--- src/rtl/bernoulli_pkg.sv ---
// Shared types and estimate arithmetic for the Bernoulli stream estimator.
package bernoulli_pkg;

  typedef enum logic [1:0] {
    IDLE  = 2'd0,
    ACCUM = 2'd1,
    HOLD  = 2'd2
  } state_t;

  localparam int DEF_OUTPUTS     = 8;
  localparam int DEF_CMP_WIDTH   = 7;
  localparam int DEF_WINDOW_LOG2 = 7;
  localparam int WINDOW          = 2**DEF_WINDOW_LOG2;

  // Truncating shift; only an all-ones window can reach 2^cmp_width, which clamps.
  function automatic logic [31:0] sat_estimate(input logic [31:0] count,
                                               input int          shift,
                                               input int          cmp_width);
    logic [31:0] shifted;
    logic [31:0] max_val;
    shifted = count >> shift;
    max_val = (32'd1 << cmp_width) - 32'd1;
    return (shifted > max_val) ? max_val : shifted;
  endfunction

endpackage

--- src/rtl/bernoulli_ones_counter.sv ---
// One channel's ones counter; clear wins over the old count but still adds the
// current bit, so a window can restart and take its first sample in one cycle.
module bernoulli_ones_counter #(
  parameter int WIDTH = 8
) (
  input  logic             clk,
  input  logic             rst_n,
  input  logic             clr,
  input  logic             en,
  input  logic             bit_in,
  output logic [WIDTH-1:0] count
);

  logic inc;
  assign inc = en & bit_in;

  always_ff @(posedge clk or negedge rst_n) begin
    if (!rst_n) begin
      count <= '0;
    end else if (clr || inc) begin
      count <= (clr ? '0 : count) + WIDTH'(inc);
    end
  end

endmodule

--- src/rtl/bernoulli_estimator.sv ---
// Recovers per-channel Bernoulli probability over 2^WINDOW_LOG2 accepted samples.
// est_valid rises the cycle after the last sample; est held until est_ready, samples seen in HOLD set dropped.
// BERNOULLI_EST_CONTINUOUS_EN: the handshake restarts the next window instead of returning to IDLE.
module bernoulli_estimator
  import bernoulli_pkg::*;
#(
  parameter int OUTPUTS     = DEF_OUTPUTS,
  parameter int CMP_WIDTH   = DEF_CMP_WIDTH,
  parameter int WINDOW_LOG2 = DEF_WINDOW_LOG2
) (
  input  logic                              clk,
  input  logic                              rst_n,
  input  logic                              start,
  input  logic                              in_valid,
  input  logic [OUTPUTS-1:0]                in,
  output logic                              busy,
  output logic                              est_valid,
  input  logic                              est_ready,
  output logic [OUTPUTS-1:0][CMP_WIDTH-1:0] est,
  output logic                              dropped
);

  if (WINDOW_LOG2 < CMP_WIDTH) begin : g_param_check
    $error("bernoulli_estimator: WINDOW_LOG2 must be >= CMP_WIDTH");
  end

  state_t                              state, state_nxt;
  logic   [WINDOW_LOG2-1:0]            samp_cnt;
  logic   [OUTPUTS-1:0][WINDOW_LOG2:0] ones_cnt;
  logic   [OUTPUTS-1:0][CMP_WIDTH-1:0] est_nxt;
  logic                                cnt_clr;
  logic                                cnt_en;
  logic                                last;
  logic                                dropped_set;
  logic                                dropped_clr;

  for (genvar i = 0; i < OUTPUTS; i++) begin : g_ch
    bernoulli_ones_counter #(
      .WIDTH (WINDOW_LOG2 + 1)
    ) u_ones_counter (
      .clk    (clk),
      .rst_n  (rst_n),
      .clr    (cnt_clr),
      .en     (cnt_en),
      .bit_in (in[i]),
      .count  (ones_cnt[i])
    );
  end

  always_comb begin
    state_nxt   = state;
    cnt_clr     = 1'b0;
    cnt_en      = 1'b0;
    last        = 1'b0;
    dropped_set = 1'b0;
    case (state)
      IDLE: begin
        if (start) begin
          cnt_clr   = 1'b1;
          state_nxt = ACCUM;
        end
      end
      ACCUM: begin
        if (start) begin
          cnt_clr = 1'b1;
        end else if (in_valid) begin
          cnt_en = 1'b1;
          if (samp_cnt == '1) begin
            last      = 1'b1;
            state_nxt = HOLD;
          end
        end
      end
      HOLD: begin
`ifdef BERNOULLI_EST_CONTINUOUS_EN
        if (est_ready) begin
          cnt_clr   = 1'b1;
          cnt_en    = in_valid;
          state_nxt = ACCUM;
        end else begin
          dropped_set = in_valid;
        end
`else
        dropped_set = in_valid;
        if (est_ready) begin
          state_nxt = IDLE;
        end
`endif
      end
      default: state_nxt = IDLE;
    endcase
  end

  assign dropped_clr = start && (state != HOLD);

  // The final sample is folded in here because its counter update lands on the same edge.
  always_comb begin
    est_nxt = '0;
    for (int i = 0; i < OUTPUTS; i++) begin
      est_nxt[i] = CMP_WIDTH'(sat_estimate(32'(ones_cnt[i]) + 32'(in[i]),
                                           WINDOW_LOG2 - CMP_WIDTH, CMP_WIDTH));
    end
  end

  always_ff @(posedge clk or negedge rst_n) begin
    if (!rst_n) begin
      state    <= IDLE;
      samp_cnt <= '0;
      est      <= '0;
      dropped  <= 1'b0;
    end else begin
      state <= state_nxt;
      if (cnt_clr) begin
        samp_cnt <= cnt_en ? WINDOW_LOG2'(1) : '0;
      end else if (cnt_en) begin
        samp_cnt <= samp_cnt + WINDOW_LOG2'(1);
      end
      if (last) begin
        est <= est_nxt;
      end
      if (dropped_clr) begin
        dropped <= 1'b0;
      end else if (dropped_set) begin
        dropped <= 1'b1;
      end
    end
  end

  assign busy      = (state == ACCUM);
  assign est_valid = (state == HOLD);

endmodule

--- config.mk ---
export PLATFORM = sky130hd
export DESIGN_NAME = bernoulli_estimator
export DESIGN_NICKNAME = d
export VERILOG_FILES = /design/src/rtl/bernoulli_pkg.sv /design/src/rtl/bernoulli_ones_counter.sv /design/src/rtl/bernoulli_estimator.sv
export SDC_FILE = /design/constraint.sdc
export NUM_CORES = 1
export LEC_CHECK = 0
export CAP_MARGIN = 20
export CORE_UTILIZATION = 30
export CTS_CLUSTER_SIZE = 40
export DETAILED_ROUTE_END_ITERATION = 10
export PLACE_DENSITY = 0.48
export SLEW_MARGIN = 40
export SYNTH_ARGS = -nofsm -noshare
export SYNTH_HDL_FRONTEND = slang
export SYNTH_SLANG_ARGS = --single-unit
--- constraint.sdc ---
create_clock -name clk -period 2.5 [get_ports clk]
set_input_delay 0.5 -clock clk [delete_from_list [all_inputs] [get_ports clk]]
set_output_delay 0.5 -clock clk [all_outputs]
set_load 0.1 [all_outputs]
==> After elaboration in Yosys (flattened, before gate mapping) <==
Index checks and enable logic that the tools add are counted.
{ "totals": {"register_bits": 130, "input_bits": 13, "out_inout_bits": 59, "wordCells": 112} }
{ "classes": {"n_addsub": 17, "magnitude_cmp": 8, "n_eq_ne": 9, "n_mux": 37, "n_bitwise": 8, "n_reduce_logical": 14} }
{ "op_table": {"columns": ["operator", "n"], "rows": [
  ["adder 8 x 1 -> 9 bit", 8],
  ["greater-than comparator 9 x 7 -> 1 bit, second input constant", 8],
  ["two-way mux 7 bit", 10],
  ["adder 8 x 1 -> 8 bit", 8],
  ["two-way mux 8 bit", 8],
  ["two-way mux 1 bit", 13],
  ["two-way mux 2 bit", 5],
  ["AND 1 bit", 8],
  ["logical OR 1 bit", 8],
  ["inequality test 2 bit, second input constant", 4],
  ["adder 7 x 1 -> 7 bit, second input constant", 1],
  ["== test 7 bit, second input constant", 1],
  ["one-hot mux 2 bit (3 select lines)", 1],
  ["AND reduction 5 bit", 1],
  ["inequality test 2 x 1 -> 1 bit, second input constant", 2],
  ["nonzero test 2 bit", 2],
  ["== test 2 x 1 -> 1 bit, second input constant", 1],
  ["== test 2 bit, second input constant", 1],
  ["logical NOT 2 bit", 1],
  ["OR reduction 2 bit", 1],
  ["logical AND 1 bit", 1]
]} }

==> Longest topological paths before layout <==
{ "depth": {"word_depth": 5, "ltp_mapped": 10} }

==> Cells and area by module <==
Synthesis repeated with hierarchy kept, for this count alone.
{ "hier_totals": {"hier_cells": 717, "area_unflattened_um2": 7358.3} }
{ "by_module_without_submodules": {"columns": ["module", "n_inst", "cells_per_inst", "area_per_inst_um2"], "rows": [
  ["bernoulli_ones_counter", 8, 49, 461.7],
  ["bernoulli_estimator", 1, 325, 3664.8]
]} }

==> Worst setup path after synthesis <==
No wires, ideal clock.
{ "synth_path": {"kind": "flip-flop to output port", "start": "register state[0]", "end": "output port busy", "arrival_time_ns": 1.768, "required_time_ns": 2.000, "setup_slack_ns": 0.232, "stages_incl_launch_ff": 2, "path_buffers": 0, "path_cell_list": "dfrtp_1 > nor2b_1"} }
{ "synth_via": {"elab_chain_cells": 1} }
{ "synth_rtl": {"columns": ["element", "line_no", "text"], "rows": [
  ["start: declaration", "bernoulli_estimator.sv:27", "state_t state, state_nxt;"],
  ["start signal: assignment", "bernoulli_estimator.sv:112", "state <= state_nxt;"],
  ["== test 2 x 1 -> 1 bit", "bernoulli_estimator.sv:129", "assign busy = (state == ACCUM);"],
  ["end: declaration", "bernoulli_estimator.sv:16", "output logic busy,"]
]} }
No other way between the ends.

==> Final worst setup path <==
{ "layout_path": {"start": "input port start", "end": "register g_ch[2].u_ones_counter.count[6]"} }
{ "layout_via": {"elab_chain_cells": 4, "word_cells_on_any_way": 8, "classes_between": "add/sub (1); mux (5); bitwise (1); reduce/logical (1)"} }
{ "layout_rtl": {"columns": ["element", "line_no", "text"], "rows": [
  ["start: declaration", "bernoulli_estimator.sv:13", "input logic start,"],
  ["two-way mux 1 bit (on tied branches)", "bernoulli_estimator.sv:58, bernoulli_estimator.sv:64", null],
  ["two-way mux 1 bit (on tied branches)", null, null],
  ["two-way mux 8 bit or AND 1 bit (tied branches)", "bernoulli_ones_counter.sv:21, bernoulli_ones_counter.sv:15", null],
  ["adder 8 x 1 -> 8 bit or logical OR 1 bit (tied branches)", "bernoulli_ones_counter.sv:21, bernoulli_ones_counter.sv:20", null],
  ["end signal: assignment", "bernoulli_ones_counter.sv:21", "count <= (clr ? '0 : count) + WIDTH'(inc);"],
  ["end: declaration", "bernoulli_ones_counter.sv:11", "output logic [WIDTH-1:0] count"]
]} }
Several ways; a longest one is shown, not always the timed one.
A chain may end at the register's enable or synchronous reset.

==> metrics.yaml <==
ant_nets: 0
io_buffers: 71
dpl.cell_count: 1074
comb_power_share_pct: 5.8
power_mw: 5.115
p_sw_mw: 1.131
fmax_ghz: 0.4386
hold_viol: 0
core_sq_mm: 0.02257
overflow: 0
track_usage_pct: 13.82
powerDensity_mw_per_mm2: 584.3
wl_per_cell_um: 13.98
final_core_util_pct: 38.79
status: "finished, final reports clean"
yosysTopAreaCellShare_pct: 47.26
leakage_nw: 4.242
critPathLaunchType: "primary input"
yosysWarningCount: 0
worst_slew_pin_slew_ns: 0.4227
yosysTopAreaCell: "dfrtp_1"
antenna_found_initial: 0
grt_pass1_wl_um: 26320
final_cells: 1106
critPathKind: "in -> reg"
dpl.hpwl_um: 11040
vias_per_cell: 4.875
grt_start_max_net_pins: 49
n_fill_cell: 2253
synth_edf_count: 0
max_cap_violations: 0
synth_seq_cells: 130
p_int_mw: 3.984
synthDistinctLibCells: 52
post_cts_resized: 0
drtIter0Drc: 228
hold_path.class: "in -> async"
holdWs_ns: 0.004337
fin_area_sq_mm: 0.008755
syn_area_sq_mm: 0.006884
chipHeight_um: 153.5
hold_buffers: 0
arrival_ns: 2.57
finClkSkew_ns: 0.009963
synthArstFlopShare_pct: 100.0
required_ns: 2.80
layout-drive-gt1-share_pct: 21.32
placed_cell_area_sq_mm: 0.008119
drv_slew: 0
yosysSeqAreaShare_pct: 47.26
critPathMaxStageDelay_ns: 0.42
clk_pin_slew_ns: 0.06
place_ws_ns: -0.1968
clk_path_buf_depth: 2
synthCells: 699
rsz0062_at_grt: "no"
vdd_drop_max_uv: 432.8
end_kind: "flip-flop"
cts_buffers: 17
clock_latency_ns: 0.42
syn_area_per_cell_sq_um: 9.849
switching_share_pct: 22.11
root_buffer: "clkbuf_16"
htreeDepth: 4
fin_ws_ns: 0.2201
area_growth_pct: 27.17
drc: 0
final-setup-viol-count: 0
finalCritPeriodShare_pct: 91.19
period_minus_slack_ns: 2.280
cts_setup_buffers: 0
vias: 5392
crit_slowest_cell: "clkdlybuf4s50_1"
wirelength_um: 15460
synth_ff_type: "dfrtp_1"
cts.sinks: 130
nNetsFinal: 854
start_util_pct: 30.50
crit_chain: "clkdlybuf4s50_1 -> and4bb_2 -> buf_12 -> and2_1 -> ha_1 -> ha_1 -> and2_1 -> nand4_1 -> o21a_1 -> o21a_1"
tritoncts: "done"
p_clk_share_pct: 52.0
diodes: 0
die_x_um: 153.5
synth_nets: 745
core.rowCount: 55
relSlewSlack_pct: 71.63
synthTopCellsByArea: "dfrtp_1, ha_1, xor2_1, nor2_1, a21oi_1"
tns_ns: 0
gp_congestion: 0.8126
critPathMaxFanout: 12
die-area_sq_mm: 0.02356
first_global_vias: 5413
drtPass1Iterations: 4
ios: 72
seqPwrFrac_pct: 42.3
[routing by layer]
layer  vias up  share of wire, %  track usage [%]
met5         -                 0                0
met4         0               1.0            3.810
met3        10               3.0            3.289
met2        79                49            23.25
met1      2654                46            17.64
li1       2649                 -                -
[sequential cells by signal, summed over array words and instances, names as in the netlist]
| register | cells |
|---|---|
| dropped | 1 |
| est | 56 |
| state | 2 |
| g_ch.u_ones_counter.count | 64 |
| samp_cnt | 7 |
[worst paths after layout]
check / start / to / slack (ns) / cells after the start
max: start / g_ch[2].u_ones_counter.count[6] / 0.22 / 10
max reg2reg: state[0] / g_ch[2].u_ones_counter.count[6] / 0.33 / 9
max in group asynchronous: rst_n / g_ch[1].u_ones_counter.count[7] / 1.89 / 2
min in group clk: est[47] / est[47] / 0.51 / 1
min reg2reg: est[47] / est[47] / 0.51 / 1
min: rst_n / est[32] / 0.004 / 1
[power by group through the flow]
stage          Sequential [mW]  Combinational [mW]  Clock (mW)
6_report                  2.16               0.294        2.66
5_1_grt                   2.16               0.340        2.83
4_1_cts                   2.16               0.305        2.75
3_5_place_dp              2.20               0.303           0
3_3_place_gp              2.20               0.299           0
2_1_floorplan             2.19               0.147           0
[synth_stat cells (16+ instances only)]
library cell,number
clkbuf_1,19
nand3_1,27
inv_1,20
and2_1,33
nor2_1,91
nand4_1,31
mux2_2,16
dfrtp_1,130
a21oi_1,64
and3_1,20
xor2_1,47
nand2_1,45
ha_1,33
xnor2_1,25
[cell type report]
cell class                      instances  area [sq um]  area share [%]
Clock buffer                           19         452.9           5.174
Timing Repair Buffer                  122          1010           11.53
Sequential cell                       130          3253           37.16
Inverter                               20         75.07          0.8575
Multi-Input combinational cell        517          3425           39.12
Clock inverter                         13         182.7           2.087
Tap cell                              285         356.6           4.073
[cells by family after synthesis]
| group | after synthesis | synth area share (%) |
|---|---|---|
| mux | 21 | 3.344 |
| flops | 130 | 47.26 |
| compound gates | 110 | 10.03 |
| xor+xnor | 72 | 9.160 |
| buf+inv | 52 | 3.199 |
| fa+ha+maj | 33 | 5.998 |
| simple gates | 281 | 21.01 |
[placed cells by master, fill, tap and decap left out, types with 25 or more instances in the layout]
cell and instances:
dfrtp_1 130, buf_4 105, nor2_1 91, a21oi_1 64
xor2_1 47, nand2_1 45, and2_1 33, ha_1 33
nand4_1 31, nand3_1 27, xnor2_1 25
[critical path, delay by kind of cell]
family | cells | cell delay, ns
simple gates | 4 | 0.79
buf+inv | 2 | 0.57
compound gates | 2 | 0.39
fa+ha+maj | 2 | 0.33
No activity file was read; power rests on OpenSTA's default activity.
